[src/rtl/oam_dma.sv]
// oam_dma: Game Boy OAM DMA engine that snoops CPU writes to the DMA register
// and copies LENGTH bytes from page {src,00} into OAM as a second bus master.
module oam_dma #(
    parameter logic [15:0] DMA_REG_ADDR = 16'hFF46,
    parameter logic [15:0] OAM_BASE     = 16'hFE00,
    parameter int          LENGTH       = 160,
    parameter int          START_DELAY  = 1
) (
    input  logic        clock,
    input  logic        reset,
    input  logic [15:0] cpu_addr,
    input  logic        cpu_wren,
    input  logic [7:0]  cpu_data_out,
    input  logic [7:0]  dma_data_in,
    output logic [7:0]  dma_reg_data,
    output logic        dma_active,
    output logic [15:0] dma_addr,
    output logic        dma_wren,
    output logic [7:0]  dma_data_out
);
    typedef enum logic [1:0] {IDLE, START, READ, WRITE} state_t;

    state_t      r_state, w_next;
    logic [7:0]  r_idx, r_src_page, r_data, r_reg, w_page;
    logic [1:0]  r_dly;
    logic        w_trig, w_last, w_dly_done;

    assign w_trig     = cpu_wren && (cpu_addr == DMA_REG_ADDR);
    // Pages E0..FF mirror C0..DF (echo RAM)
    assign w_page     = (r_src_page >= 8'hE0) ? r_src_page - 8'h20 : r_src_page;
    assign w_last     = r_idx == 8'(LENGTH - 1);
    assign w_dly_done = r_dly == 2'(START_DELAY - 1);
    assign dma_reg_data = r_reg;

    always_comb begin
        w_next       = r_state;
        dma_active   = 1'b0;
        dma_wren     = 1'b0;
        dma_addr     = '0;
        dma_data_out = '0;
        case (r_state)
            START: begin
                dma_active = 1'b1;
                w_next     = w_dly_done ? READ : START;
            end
            READ: begin
                dma_active = 1'b1;
                dma_addr   = {w_page, 8'h00} + {8'h00, r_idx};
                w_next     = WRITE;
            end
            WRITE: begin
                dma_active   = 1'b1;
                dma_wren     = 1'b1;
                dma_addr     = OAM_BASE + {8'h00, r_idx};
                dma_data_out = r_data;
                w_next       = w_last ? IDLE : READ;
            end
            default: w_next = IDLE;
        endcase
        // A retrigger overrides whatever transition the FSM wanted this edge
        if (w_trig) w_next = (START_DELAY == 0) ? READ : START;
    end

    always_ff @(posedge clock or negedge reset) begin
        if (!reset) begin
            r_state    <= IDLE;
            r_idx      <= '0;
            r_src_page <= '0;
            r_data     <= '0;
            r_reg      <= '0;
            r_dly      <= '0;
        end else begin
            r_state <= w_next;
            if (w_trig) begin
                r_src_page <= cpu_data_out;
                r_reg      <= cpu_data_out;
                r_idx      <= '0;
                r_dly      <= '0;
            end else begin
                if (r_state == START) r_dly <= r_dly + 2'd1;
                if (r_state == READ) r_data <= dma_data_in;
                if (r_state == WRITE && !w_last) r_idx <= r_idx + 8'd1;
            end
        end
    end
endmodule

[config.mk]
export PLATFORM = sky130hd
export DESIGN_NAME = oam_dma
export DESIGN_NICKNAME = d
export VERILOG_FILES = /design/src/rtl/oam_dma.sv
export SDC_FILE = /design/constraint.sdc
export NUM_CORES = 1
export LEC_CHECK = 0
export CAP_MARGIN = 10
export CORE_UTILIZATION = 31
export DETAILED_ROUTE_END_ITERATION = 16
export DONT_BUFFER_PORTS = 1
export MAX_ROUTING_LAYER = met4
export PLACE_DENSITY = 0.45
export SETUP_SLACK_MARGIN = 0.4
export SLEW_MARGIN = 0
export SYNTH_ARGS = -nofsm -noshare
export SYNTH_HDL_FRONTEND = slang
export SYNTH_SLANG_ARGS = --single-unit
[constraint.sdc]
create_clock -name clock -period 2.1 [get_ports clock]
set_input_delay 0.315 -clock clock [delete_from_list [all_inputs] [get_ports clock]]
set_output_delay 0.315 -clock clock [all_outputs]
set_load 0.05 [all_outputs]
Word-level counts from Yosys, hierarchy flattened --
Cells that the tools add are included.
Word-level totals: register bits 28, output and inout port bits 34, word-level logic and storage cells 38, input bits 35
Operators by class: $add $sub $neg 5, magnitude comparators 1, bitwise operators 1, reductions and logical operators 8, equal/unequal tests 5, mux-type cells 13
Operators by type and width (count):
- $mux 8 | 4
- $pmux 16 s2 | 1
- $add 16x8->16 | 1
- $eq 16x16->1 const B | 1
- $add 10x9->11 const A | 1
- $mux 2 | 5
- $add 8x1->8 const B | 1
- $eq 8x8->1 const B | 1
- $ge 8x8->1 const B | 1
- $sub 8x6->8 const B | 1
- $pmux 2 s3 | 1
- $eq 2x2->1 const B | 2
- $reduce_bool 2->1 | 2
- $reduce_or 3->1 | 1
- $add 2x1->2 const B | 1
- $eq 2x1->1 const B | 1
- $logic_and 1x1->1 | 2
- $logic_not 2->1 | 1
- $mux 1 | 2
- $reduce_and 2->1 | 1
- $logic_not 1->1 | 1
- $not 1->1 | 1

Depth between registers and ports, before layout --
word-level depth 5, mapped depth 6, depth with buffers taken out 5

Worst setup path before layout --
OpenSTA, ideal clock, no wires.
kind register to output, from reg, netlist name dma_reg_data[5], to out dma_addr[15], buffers on the path 0, setup slack -0.053 ns, stages on the path, launching flop included 6, arrival 1.838 ns, data required time 1.785 ns, cell sequence dfrtp_1 -> inv_1 -> ha_1 -> nand3_1 -> a21oi_1 -> nor2b_1
RTL lines:
- to (decl) | RTL line 17 | output logic [15:0] dma_addr,

==> impl_metrics.py <==
metrics = {
    "run_status": {
        "status": "finished clean",
    },
    "die": {
        "fp.dieH_microns": 73.1,
        "design.core.area_sq_um": 4790,
        "start_util_pct": 32.8,
        "boundaryPins": 69,
        "die_area_sq_um": 5350,
        "die_w_microns": 73.1,
        "num_rows": 25,
    },
    "global_route": {
        "track_usage_pct": 13.7,
        "groute.layer.met2.usage_pct": 22.3,
        "grt_max_degree": 29,
        "top_usage_layer": "met2",
        "grt.overflow.total": 0,
        "grt_first_pass_wirelength_mm": 5.51,
        "grtUsageMet1_pct": 16.9,
        "met3_usage_pct": 3.45,
        "grt_pass1_vias": 1155,
        "antenna_found_initial": 0,
    },
    "critical_path": {
        "cp-end-kind": "primary output",
        "slowest_stage": "dfrtp_2",
        "path_class": "flip-flop to primary output",
        "cp_data_required_time_ns": 1.78,
        "arrival_ns": 1.58,
        "max_stage_delay_ns": 0.55,
        "r2r_setup_slack_ns": 0.46,
        "critPathLaunchType": "flip-flop",
        "cp_top_family": "flip-flops",
        "crit_chain": "inv_2 > ha_4 > a31oi_4 > o21a_4",
        "cp_max_fo": 3,
        "crit_buf_inv": 1,
    },
    "finish": {
        "final_cell_mix": "28 x buf_4, 22 x dfrtp_1, 14 x mux2_1, 9 x and2_1, 8 x and3_1",
        "antenna_cells": 0,
        "syn_to_final_growth_pct": 29.7,
        "fillerInstances": 448,
        "final_common_cell": "buf_4",
        "fin_nets": 211,
        "drive_above_1_share_pct": 40.7,
    },
    "cts": {
        "clockRootBuffer": "clkbuf_8",
        "numCtsBuffers": 3,
        "clock_sinks": 28,
        "clk_pin_slew_ns": 0.10,
        "clk_latency_ns": 0.27,
        "cts_tree": "built",
        "cts_max_path_buffers": 2,
        "htreeDepth": 1,
    },
    "yosys": {
        "synth_edf_count": 0,
        "async_reset_ff_share_pct": 100,
        "netlist_instances": 145,
        "syn_nets": 183,
        "syn_area_per_cell_sq_um": 10.8,
        "yosysSeqAreaShare_pct": 44.7,
        "synth_seq_cells": 28,
        "netlist_area_sq_um": 1570,
        "yosys_most_used_dff": "dfrtp_1",
        "ys_types": 43,
        "ys_warn_count": 0,
    },
    "placement": {
        "io_buffer_count": 0,
        "place_ws_ns": 0.322,
        "hpwl_mm": 2.55,
        "gp_congestion": 0.798,
    },
    "route": {
        "vias": 1195,
        "drc_errors": 0,
        "drt_iter0_markers": 52,
        "dr.pass1.iters": 4,
        "wl_per_cell_microns": 14.8,
        "ant_nets": 0,
        "routed_wl_mm": 3.54,
        "routed_via_density": 5.00,
    },
    "sta": {
        "fin_ws_ns": 0.208,
        "setup_violations": 0,
        "finalHoldViolCount": 0,
        "rsz0062_at_grt": "true",
        "worst_pin_slew_ns": 0.502,
        "fin_crit_sh_pct": 90.1,
        "clock_skew_ns": 0.00406,
        "max_slew_margin_pct": 66.5,
        "min_period_ns": 1.89,
        "finalMaxSlewViolations": 0,
        "max_freq_ghz": 0.529,
        "fin_setup_tns_ns": 0,
    },
    "job": {
        "drv_cap": 0,
    },
    "power_and_ir_drop": {
        "leakagePower_nw": 0.871,
        "power_density_nw_per_um2": 887,
        "p_total_mw": 1.80,
        "vdd_drop_max_v": 0.000428,
    },
    "hold_path": {
        "hp-class": "primary input to flip-flop",
    },
}
area by class of cell:
class	count	area (sq um)	share of cell area, %
multi-input combinational	102	882	43.4
sequential	28	711	35.0
timing repair buffer	31	251	12.4
tap	67	83.8	4.12
clock buffer	3	41.3	2.03
inverter	7	33.8	1.66
clock inverter	1	30.0	1.48
kinds of logic (layout without fill, tap and decap cells):
family                     Yosys count  after routing  synth area share (%)
and+or+nand+nor                     55             55                  22.3
DFF                                 28             28                  44.7
AOI/OAI and AO/OA                   25             25                  12.5
muxes                               15             15                  10.7
buffers and inverters               15             42                  5.19
xor gates and xnor gates             4              4                  2.24
adders and majority gates            3              3                  2.39
power by group:
part	leakage, nW	internal, mW	switching [mW]	total [mW]
Sequential	0.324	0.606	0.102	0.708
Combinational	0.511	0.241	0.427	0.667
Clock	0.0357	0.255	0.173	0.428
per-layer routing:
metal | wire length, microns | part of all wire (%)
met2 | 1780 | 50
met5 | 0 | 0
met1 | 1520 | 43
met3 | 213 | 6.0
met4 | 23 | 0.65
stage by stage:
stage	hold WS (ns)	util, %	area (sq um)	cells
after floorplan	0.0194	-	1580	145
after global placement	0.0204	37.0	1770	225
after detailed placement	0.0209	37.0	1770	225
after CTS	0.156	39.9	1910	232
after global routing	0.148	42.5	2030	239
final	0.164	42.5	2030	239
sequential cells by signal (all words and copies together) (netlist names):
| register | cells |
|---|---|
| r_data | 8 |
| r_dly | 2 |
| r_state | 2 |
| dma_reg_data | 8 |
| r_idx | 8 |
synth_stat cells, drive strengths merged, types with 2 or more instances:
cell type / n / area share [%]
a21oi: 8 / 2.6
and2: 10 / 4.1
and3: 8 / 3.2
buf: 4 / 2.2
clkbuf: 4 / 0.96
dfrtp: 28 / 45
ha: 3 / 2.4
inv: 6 / 1.4
mux2: 14 / 10
nand2: 5 / 1.8
nand3: 7 / 2.2
nand4: 2 / 0.80
nand4bb: 2 / 1.4
nor2: 7 / 1.8
nor2b: 4 / 1.6
nor3: 2 / 0.96
nor3b: 2 / 1.7
o21a: 5 / 2.4
o21ai: 4 / 1.3
o31ai: 2 / 0.96
or3: 2 / 0.88
or4: 2 / 0.96
xnor2: 3 / 1.7
what timing repair did:
item | in CTS | in global routing
pin swaps | 4 | 5
hold endpoints to repair | 28 | 0
hold buffers | 2 | 0
setup buffers | 1 | 7
resized for setup | 13 | 13
endpoints found under the setup margin | 19 | 17
final timing paths:
kind | start | endpoint | cells past startpoint
worst max-delay path | dma_reg_data[6] | dma_addr[14] | 4
worst min-delay path | dma_data_in[4] | r_data[4] | 1
worst max register to register | r_idx[1] | r_idx[7] | 6
worst min register to register | r_data[0] | r_data[0] | 1
max in group asynchronous | reset | dma_reg_data[5] | 2
min in group asynchronous | reset | r_idx[0] | 2
Note: power is estimated with default switching activity, not from simulation.
